===== src/rtl/uart_pkg.sv =====
// Shared definitions for the UART transmit arbiter: FSM state encoding,
// parity type constants and an id-width helper.
package uart_pkg;

  typedef enum logic [1:0] {
    ST_IDLE      = 2'd0,
    ST_LAUNCH    = 2'd1,
    ST_WAIT_BUSY = 2'd2,
    ST_WAIT_DONE = 2'd3
  } arb_state_t;

  localparam logic PAR_EVEN = 1'b0;
  localparam logic PAR_ODD  = 1'b1;

  // Number of bits needed to encode values 0..value-1, never less than one.
  function automatic int clog2(input int value);
    int result;
    result = 0;
    while ((1 << result) < value) result++;
    return (result < 1) ? 1 : result;
  endfunction

endpackage


===== src/rtl/uart_tx_arbiter_rr_arbiter.sv =====
// Combinational round-robin selector: searches ptr+1, ptr+2, ... wrapping
// modulo N_REQ and reports the first asserted request as one-hot + index.
module rr_arbiter
  import uart_pkg::*;
#(
  parameter  int N_REQ = 4,
  localparam int ID_W  = clog2(N_REQ)
) (
  input  logic [N_REQ-1:0] req,
  input  logic [ID_W-1:0]  ptr,
  output logic [N_REQ-1:0] grant,
  output logic [ID_W-1:0]  grant_id,
  output logic             any_req
);

  int              cand;
  logic [ID_W-1:0] cand_id;
  logic            found;

  // Walk the candidates in priority order starting just after the last winner.
  always_comb begin
    grant    = '0;
    grant_id = '0;
    found    = 1'b0;
    cand     = 0;
    cand_id  = '0;
    for (int i = 1; i <= N_REQ; i++) begin
      cand = int'(ptr) + i;
      if (cand >= N_REQ) cand = cand - N_REQ;
      cand_id = ID_W'(cand);
      if (!found && req[cand_id]) begin
        found           = 1'b1;
        grant[cand_id]  = 1'b1;
        grant_id        = cand_id;
      end
    end
  end

  assign any_req = |req;

endmodule


===== src/rtl/uart_tx_arbiter.sv =====
// Shares one UART transmitter between N_REQ requesters. A round-robin winner
// is captured in IDLE, launched with a one-cycle data-valid / ready pulse, and
// the frame is then tracked through the transmitter busy flag.
// Optional launch timeout: define UART_ARB_TIMEOUT_EN to abandon a launch when
// busy never rises within TIMEOUT_CYC cycles of entering WAIT_BUSY.
module uart_tx_arbiter
  import uart_pkg::*;
#(
  parameter  int N_REQ       = 4,
  parameter  int DATA_WIDTH  = 8,
  parameter  int TIMEOUT_CYC = 16,
  localparam int ID_W        = clog2(N_REQ)
) (
  input  logic                        i_clk,
  input  logic                        i_rst_n,
  input  logic [N_REQ-1:0]            i_req_valid,
  input  logic [N_REQ*DATA_WIDTH-1:0] i_req_data,
  input  logic [N_REQ-1:0]            i_req_par_type,
  input  logic [N_REQ-1:0]            i_req_par_en,
  output logic [N_REQ-1:0]            o_req_ready,
  output logic [DATA_WIDTH-1:0]       o_tx_data,
  output logic                        o_tx_data_valid,
  output logic                        o_tx_parity_type,
  output logic                        o_tx_parity_enable,
  input  logic                        i_tx_busy,
  output logic [ID_W-1:0]             o_grant_id,
  output logic                        o_active,
  output logic                        o_timeout_err
);

  arb_state_t            state_q, state_d;
  logic [ID_W-1:0]       ptr_q, ptr_d;
  logic [DATA_WIDTH-1:0] data_d;
  logic                  par_type_d, par_en_d;
  logic [ID_W-1:0]       id_d;
  logic                  valid_d;
  logic [N_REQ-1:0]      ready_d;
  logic                  active_d;

  logic [N_REQ-1:0]      win_grant;
  logic [ID_W-1:0]       win_id;
  logic                  any_req;

  logic [DATA_WIDTH-1:0] sel_data;
  logic                  sel_type, sel_en;

`ifdef UART_ARB_TIMEOUT_EN
  localparam int CNT_W = clog2(TIMEOUT_CYC + 1);
  logic [CNT_W-1:0]      cnt_q, cnt_d;
  logic                  err_q, err_d;
`endif

  rr_arbiter #(
    .N_REQ (N_REQ)
  ) u_rr (
    .req      (i_req_valid),
    .ptr      (ptr_q),
    .grant    (win_grant),
    .grant_id (win_id),
    .any_req  (any_req)
  );

  // One-hot mux of the winning requester's payload and parity settings.
  always_comb begin
    sel_data = '0;
    sel_type = 1'b0;
    sel_en   = 1'b0;
    for (int k = 0; k < N_REQ; k++) begin
      if (win_grant[k]) begin
        sel_data = i_req_data[k*DATA_WIDTH +: DATA_WIDTH];
        sel_type = i_req_par_type[k];
        sel_en   = i_req_par_en[k];
      end
    end
  end

  // Next-state and next-output decode; captured frame fields hold by default.
  always_comb begin
    state_d    = state_q;
    ptr_d      = ptr_q;
    data_d     = o_tx_data;
    par_type_d = o_tx_parity_type;
    par_en_d   = o_tx_parity_enable;
    id_d       = o_grant_id;
    valid_d    = 1'b0;
    ready_d    = '0;
`ifdef UART_ARB_TIMEOUT_EN
    cnt_d      = cnt_q;
    err_d      = 1'b0;
`endif
    unique case (state_q)
      ST_IDLE: begin
        if (any_req && !i_tx_busy) begin
          state_d    = ST_LAUNCH;
          ptr_d      = win_id;
          data_d     = sel_data;
          par_type_d = sel_type;
          par_en_d   = sel_en;
          id_d       = win_id;
          valid_d    = 1'b1;
          ready_d    = win_grant;
        end
      end
      ST_LAUNCH: begin
        state_d = ST_WAIT_BUSY;
`ifdef UART_ARB_TIMEOUT_EN
        cnt_d   = '0;
`endif
      end
      ST_WAIT_BUSY: begin
        if (i_tx_busy) begin
          state_d = ST_WAIT_DONE;
        end
`ifdef UART_ARB_TIMEOUT_EN
        // Abandon the launch; the pointer keeps this winner so it counts as served.
        else if (cnt_q == CNT_W'(TIMEOUT_CYC - 1)) begin
          state_d = ST_IDLE;
          err_d   = 1'b1;
        end else begin
          cnt_d = cnt_q + 1'b1;
        end
`endif
      end
      ST_WAIT_DONE: begin
        if (!i_tx_busy) state_d = ST_IDLE;
      end
      default: state_d = ST_IDLE;
    endcase
    active_d = (state_d != ST_IDLE);
  end

  // State, pointer and registered outputs; reset returns everything to idle.
  always_ff @(posedge i_clk or negedge i_rst_n) begin
    if (!i_rst_n) begin
      state_q            <= ST_IDLE;
      ptr_q              <= ID_W'(N_REQ - 1);
      o_tx_data          <= '0;
      o_tx_parity_type   <= 1'b0;
      o_tx_parity_enable <= 1'b0;
      o_grant_id         <= '0;
      o_tx_data_valid    <= 1'b0;
      o_req_ready        <= '0;
      o_active           <= 1'b0;
    end else begin
      state_q            <= state_d;
      ptr_q              <= ptr_d;
      o_tx_data          <= data_d;
      o_tx_parity_type   <= par_type_d;
      o_tx_parity_enable <= par_en_d;
      o_grant_id         <= id_d;
      o_tx_data_valid    <= valid_d;
      o_req_ready        <= ready_d;
      o_active           <= active_d;
    end
  end

`ifdef UART_ARB_TIMEOUT_EN
  // Launch timeout counter and its one-cycle error pulse.
  always_ff @(posedge i_clk or negedge i_rst_n) begin
    if (!i_rst_n) begin
      cnt_q <= '0;
      err_q <= 1'b0;
    end else begin
      cnt_q <= cnt_d;
      err_q <= err_d;
    end
  end

  assign o_timeout_err = err_q;
`else
  assign o_timeout_err = 1'b0;
`endif

endmodule


===== config.mk =====
export PLATFORM = sky130hd
export DESIGN_NAME = uart_tx_arbiter
export DESIGN_NICKNAME = d
export VERILOG_FILES = /design/src/rtl/uart_pkg.sv /design/src/rtl/uart_tx_arbiter_rr_arbiter.sv /design/src/rtl/uart_tx_arbiter.sv
export SDC_FILE = /design/constraint.sdc
export NUM_CORES = 1
export LEC_CHECK = 0
export CAP_MARGIN = 40
export CORE_ASPECT_RATIO = 1.4
export CORE_MARGIN = 3
export CORE_UTILIZATION = 46
export DETAILED_ROUTE_END_ITERATION = 16
export PLACE_DENSITY = 0.85
export SLEW_MARGIN = 20
export SYNTH_ARGS = -nofsm -noshare
export SYNTH_HDL_FRONTEND = slang
export SYNTH_SLANG_ARGS = --single-unit

===== constraint.sdc =====
create_clock -name i_clk -period 9.73 [get_ports i_clk]
set_input_delay 0.973 -clock i_clk [delete_from_list [all_inputs] [get_ports i_clk]]
set_output_delay 0.973 -clock i_clk [all_outputs]
set_load 0.005 [all_outputs]

==> impl_metrics.env, run 1 <==
export IMPL_maxCapViolations=0
export IMPL_grt_pass1_wl_um=6810
export IMPL_ys_seq_area_frac=0.3570
export IMPL_htree_levels=1
export IMPL_crit_required_ns=9.93
export IMPL_cts_hold_buf=0
export IMPL_die_area_sq_um=4110
export IMPL_hold_path_class="reg2reg"
export IMPL_fp_dieW_um=55.05
export IMPL_cts_setup_buffers=0
export IMPL_met1Wirelength_um=1742
export IMPL_worstPathCellList="inv_1 -> ha_1 -> mux4_1 -> nor4b_4 -> nand2_1 -> a211oi_4 -> a221o_1 -> a221o_1"
export IMPL_finalCriticalPeriod_ns=3.689
export IMPL_syn_area_per_cell_sq_um=10.54
export IMPL_yosys_area_top_type_share=0.3231
export IMPL_relSlewSlack=0.4614
export IMPL_routabilityCongestion=0.8642
export IMPL_synth_top_area_cell="dfrtp_1"
export IMPL_synth_seq_cells=22
export IMPL_crit_start="ptr_q[0]"
export IMPL_port_buffers=64
export IMPL_cp_top_family="compound AO/OA/AOI/OAI gates"
export IMPL_drv_slew=0
export IMPL_wl_met3_um=539
export IMPL_ys_flop_type="dfrtp_1"
export IMPL_synthToLayoutAreaGrowth_pct=49.19
export IMPL_ir_drop_mv=0.2340
export IMPL_cts_resized_gates=0
export IMPL_drive_above_1_share=0.1137
export IMPL_critPathMaxFanout=12
export IMPL_setup_tns_ns=0
export IMPL_leakagePower_uw=0.0009730
export IMPL_grt_use_total=0.2285
export IMPL_routed_top_layer="met4"
export IMPL_cts_clk_slew_worst_paths_ns=0.08
export IMPL_vias=1495
export IMPL_clockRootBuffer="clkbuf_8"
export IMPL_ys_top_cells_by_count="20 x a221o_1, 20 x dfrtp_1, 10 x and2_1, 10 x o21a_1"
export IMPL_fp_row_count=24
export IMPL_fin_nets=267
export IMPL_synth_area_sq_um=1549
export IMPL_hpwl_um=3477
export IMPL_clock_latency_ns=0.27
export IMPL_setup_viol=0
export IMPL_synth_edf_count=0
export IMPL_diodes=0
export IMPL_finalHoldViolCount=0
export IMPL_slowest_delay_ns=0.77
export IMPL_cts_tree="built"
export IMPL_synthDistinctLibCells=41
export IMPL_wl_um=4731
export IMPL_drc=0
export IMPL_met2_wirelength_um=2385
export IMPL_crit_path_start_kind="register"
export IMPL_cts_sinks=22
export IMPL_initial_core_util=0.4866
export IMPL_wire_per_inst_um=18.92
export IMPL_timing_rr_start="ptr_q[0]"
export IMPL_core_area_sq_um=3183
export IMPL_die_h_um=74.66
export IMPL_hold_start="o_grant_id[0]"
export IMPL_p_per_area_nw_per_um2=314.3
export IMPL_cp_arrival_ns=3.89
export IMPL_synth_area_leaders="dfrtp_1 32%, a221o_1 13%, ha_1 6.5%"
export IMPL_status="complete, no violations"
export IMPL_setup_worst_path_end_class="register"
export IMPL_yosys_warnings=0
export IMPL_cpMostUsedCell="a221o_1"
export IMPL_ios=66
export IMPL_grt_max_degree=24
export IMPL_async_flop_share=1.000
export IMPL_synth_fp_nets=202
export IMPL_avgViaCountPerCell=5.980
export IMPL_dr_pass1_iters=4
export IMPL_drt_initial_drc_count=83
export IMPL_clk_path_buf_depth=2
export IMPL_fmax_mhz=271.0
export IMPL_crit_type="reg2reg"
export IMPL_finalPower_uw=726.3
export IMPL_grt_ovfl_total=0
export IMPL_cts_buffers=3
export IMPL_ant_nets=0
export IMPL_synthCells=147
export IMPL_period_share=0.3792
export IMPL_grt_pass1_vias=1416
export IMPL_rsz0062_at_grt="no"
export IMPL_critPathSlowestCell="mux4_1"
export IMPL_tightest_slew_ns=0.8049
export IMPL_cp_num_buf_inv=1
export IMPL_skew_ns=0.004489
export IMPL_antenna_found_initial=0
==> area by class of cell <==
cell class	instances	area [sq um]
tap	39	48.80
clock inverter	1	30.03
timing repair buffer	68	685.7
multi-input combinational	109	922.1
clock buffer	3	41.29
fill	243	872.1
inverter	8	30.03
sequential	22	553.0
==> worst min-delay path, stage by stage, from the launching register on <==
cell,delay [ns]
dfrtp_1,0.35
nand2_1,0.05
o21ai_0,0.06
==> worst paths after layout <==
check / to / slack, ns / cells past startpoint
worst max-delay path: o_tx_data[4] / 6.04 / 8
worst min-delay path: o_grant_id[0] / 0.50 / 2
worst max register to register: o_tx_data[4] / 6.04 / 8
worst min register to register: o_grant_id[0] / 0.50 / 2
max in group asynchronous: ptr_q[0] / 8.21 / 2
min in group asynchronous: o_tx_data[1] / 1.01 / 1
==> registers in the layout (all words and copies together) (netlist names) <==
signal and flops:
state_q 2, o_req_ready 4, o_tx_data_valid 1, o_tx_parity_type 1, o_tx_data 8, o_active 1
o_grant_id 2, o_tx_parity_enable 1, ptr_q 2
==> placed cells by master (no fill, tap or decap), types with 2 or more instances in the layout <==
| master | instances |
|---|---|
| a21oi_1 | 6 |
| a221o_1 | 20 |
| and2_1 | 10 |
| and2_2 | 2 |
| buf_2 | 2 |
| clkbuf_8 | 3 |
| clkdlybuf4s50_1 | 64 |
| dfrtp_1 | 20 |
| dfstp_2 | 2 |
| ha_1 | 8 |
| inv_1 | 8 |
| mux2i_1 | 2 |
| mux4_2 | 3 |
| nand2_1 | 9 |
| nor2_1 | 9 |
| nor2b_1 | 2 |
| nor3_1 | 2 |
| o21a_1 | 10 |
| o21ai_0 | 4 |
| xnor2_1 | 2 |
==> cell families (layout without fill, tap and decap cells) <==
logic type,after synthesis,in the layout,share of synthesized area
AOI/OAI and AO/OA,51,51,0.2803
xor gates and xnor gates,2,2,0.01131
adders and majority gates,8,8,0.06462
buffers and inverters,16,80,0.05251
DFF,22,22,0.3570
muxes,7,7,0.08078
other,1,1,0.002421
and+or+nand+nor,40,40,0.1510
==> power by group <==
part | switching, uW | total, uW | internal [uW]
registers | 31.0 | 161 | 130
logic | 239 | 480 | 241
clock network | 30.4 | 85.4 | 55.0
==> layer usage <==
| layer | global-route usage | vias to the layer above |
|---|---|---|
| li1 | - | 685 |
| met1 | 0.2606 | 715 |
| met2 | 0.4211 | 84 |
| met3 | 0.05149 | 11 |
| met4 | 0.05135 | 0 |
| met5 | 0 | - |
==> stage by stage <==
step | cell area, sq um | util | cells | setup slack (ns) | hold WS, ns
floorplan | 1549 | - | 147 | 6.496 | 0.4733
finish | 2311 | 0.7260 | 250 | 6.041 | 0.4959
detailed placement | 2235 | 0.7020 | 245 | 5.864 | 0.4832
CTS | 2306 | 0.7245 | 249 | 6.048 | 0.5024
global route | 2311 | 0.7260 | 250 | 5.868 | 0.5314
global placement | 2202 | 0.6918 | 243 | 5.976 | 0.4786
(Power assumes the default switching activity.)
==> inputs of run 2 (changes only) <==
Settings changed: CORE_UTILIZATION 46 to 38, PLACE_DENSITY 0.85 to 0.75.
Clock period 9.73 ns to 3.2 ns, I/O delays scaled along.
==> impl_metrics.env, run 2 (same netlist as run 1, synthesis figures left out) <==
export IMPL_cp_arrival_ns=3.28
export IMPL_finalHoldViolCount=0
export IMPL_cts_buffers=3
export IMPL_dr_pass1_iters=4
export IMPL_clk_path_buf_depth=2
export IMPL_ir_drop_mv=0.6920
export IMPL_hpwl_um=3713
export IMPL_crit_start="ptr_q[1]"
export IMPL_fp_dieW_um=59.96
export IMPL_clock_latency_ns=0.27
export IMPL_hold_path_class="in2async"
export IMPL_maxCapViolations=0
export IMPL_cts_sinks=22
export IMPL_htree_levels=1
export IMPL_wl_um=4833
export IMPL_fmax_mhz=320.0
export IMPL_wire_per_inst_um=18.24
export IMPL_met2_usage=0.3734
export IMPL_cts_clk_slew_worst_paths_ns=0.09
export IMPL_drv_slew=0
export IMPL_die_h_um=81.55
export IMPL_grt_use_total=0.2062
export IMPL_grt_use_met3=0.04403
export IMPL_largest_reg_flops=8
export IMPL_skew_ns=0.002694
export IMPL_antenna_found_initial=0
export IMPL_grt_pass1_vias=1502
export IMPL_period_share=0.9765
export IMPL_cpMostUsedCell="a221o_1"
export IMPL_grt_use_met1=0.2404
export IMPL_crit_type="reg2reg"
export IMPL_grt_ovfl_total=0
export IMPL_rsz0062_at_grt="no"
export IMPL_crit_required_ns=3.36
export IMPL_leakagePower_uw=0.001026
export IMPL_hold_ws_ns=0.4286
export IMPL_fin_nets=279
export IMPL_slowest_delay_ns=0.57
export IMPL_setup_viol=0
export IMPL_critPathMaxFanout=10
export IMPL_clockRootBuffer="clkbuf_8"
export IMPL_core_area_sq_um=3774
export IMPL_busiest_layer="met2"
export IMPL_die_area_sq_um=4889
export IMPL_finalPower_uw=2419
export IMPL_grt_pass1_wl_um=7472
export IMPL_tightest_slew_ns=0.6126
export IMPL_setup_worst_path_end_class="register"
export IMPL_worstPathCellList="inv_1 -> ha_4 -> mux4_2 -> buf_4 -> a21o_2 -> o22ai_1 -> a211oi_4 -> buf_12 -> a221o_1 -> a221o_1"
export IMPL_finalCriticalPeriod_ns=3.125
export IMPL_cts_tree="built"
export IMPL_avgViaCountPerCell=5.694
export IMPL_p_per_area_nw_per_um2=1002
export IMPL_relSlewSlack=0.5903
export IMPL_timing_rr_start="ptr_q[1]"
export IMPL_port_buffers=64
export IMPL_synthToLayoutAreaGrowth_pct=55.82
export IMPL_ios=66
export IMPL_routabilityCongestion=0.8250
export IMPL_status="complete, no violations"
export IMPL_ant_nets=0
export IMPL_top_register="o_tx_data"
export IMPL_drc=0
export IMPL_critPathSlowestCell="mux4_2"
export IMPL_layout_commonest_cell="clkdlybuf4s50_1"
export IMPL_drt_initial_drc_count=59
export IMPL_top_regs="o_tx_data: 8 flops, o_req_ready: 4 flops"
export IMPL_initial_core_util=0.4105
export IMPL_vias=1509
export IMPL_crit_path_start_kind="register"
export IMPL_diodes=0
export IMPL_drive_above_1_share=0.1704
export IMPL_fp_row_count=26
export IMPL_final_cell_mix="64 x clkdlybuf4s50_1, 20 x a221o_1, 20 x dfrtp_1, 12 x buf_4"
export IMPL_grt_max_degree=23
==> run 2: what timing repair did <==
| action | in CTS | in global routing |
|---|---|---|
| buffers inserted | 0 | 4 |
| hold buffers | 0 | 0 |
| gates resized for setup | 0 | 1 |
| endpoints found under the setup margin | 0 | 10 |
==> run 2: report_power, final <==
part	internal [uW]	leakage (uW)	switching [uW]
clock	167	0.0000357	98.5
sequential	392	0.000274	52.9
combinational	914	0.000716	794
==> run 2: metrics by stage <==
step | area, sq um | std cells | utilization | setup slack [ns] | setup TNS [ns]
2_1_floorplan | 1563 | 147 | - | 0.01451 | 0
3_5_place_dp | 2296 | 256 | 0.6084 | -0.004829 | -0.004829
4_1_cts | 2367 | 260 | 0.6273 | 0.01608 | 0
3_3_place_gp | 2280 | 254 | 0.6041 | 0.08137 | 0
5_1_grt | 2414 | 265 | 0.6396 | 0.0007800 | 0
6_report | 2414 | 265 | 0.6396 | 0.07535 | 0
==> run 2: final cells by class <==
class                           instances  area, sq um
Fill cell                             305         1360
Multi-Input combinational cell        109        932.1
Timing Repair Buffer                   80        774.5
Sequential cell                        22        553.0
Tap cell                               42        52.55
Clock buffer                            3        41.29
Clock inverter                          1        30.03
Inverter                                8        30.03
==> run 2: routing by layer <==
layer,up-vias,share of wire
met2,67,0.52
met1,735,0.38
li1,705,-
met3,2,0.090
met4,0,0.0054
met5,-,0
==> run 2: path summary, 6_finish.rpt <==
path / depth (start not counted) / slack [ns] / endpoint
setup / recovery: 10 / 0.08 / o_tx_parity_enable
hold / removal: 1 / 0.43 / o_tx_data[5]
setup reg to reg: 10 / 0.08 / o_tx_parity_enable
hold reg to reg: 2 / 0.50 / o_grant_id[0]
max in group asynchronous: 2 / 2.18 / ptr_q[0]
min in group i_clk: 2 / 0.50 / o_grant_id[0]
==> run 2: worst max-delay path, delay by kind of cell, from the launching register on <==
family | cells | cell delay, ns
adders and majority gates | 1 | 0.30
DFF | 1 | 0.54
buffers and inverters | 3 | 0.42
AOI/OAI and AO/OA | 5 | 1.19
muxes | 1 | 0.57
==> inputs of run 3 (changes only) <==
Settings changed: SKIP_CTS_REPAIR_TIMING set to 1.
==> results of run 3 <==
Same layout as run 2: the final DEF is identical, and so are final timing and power.
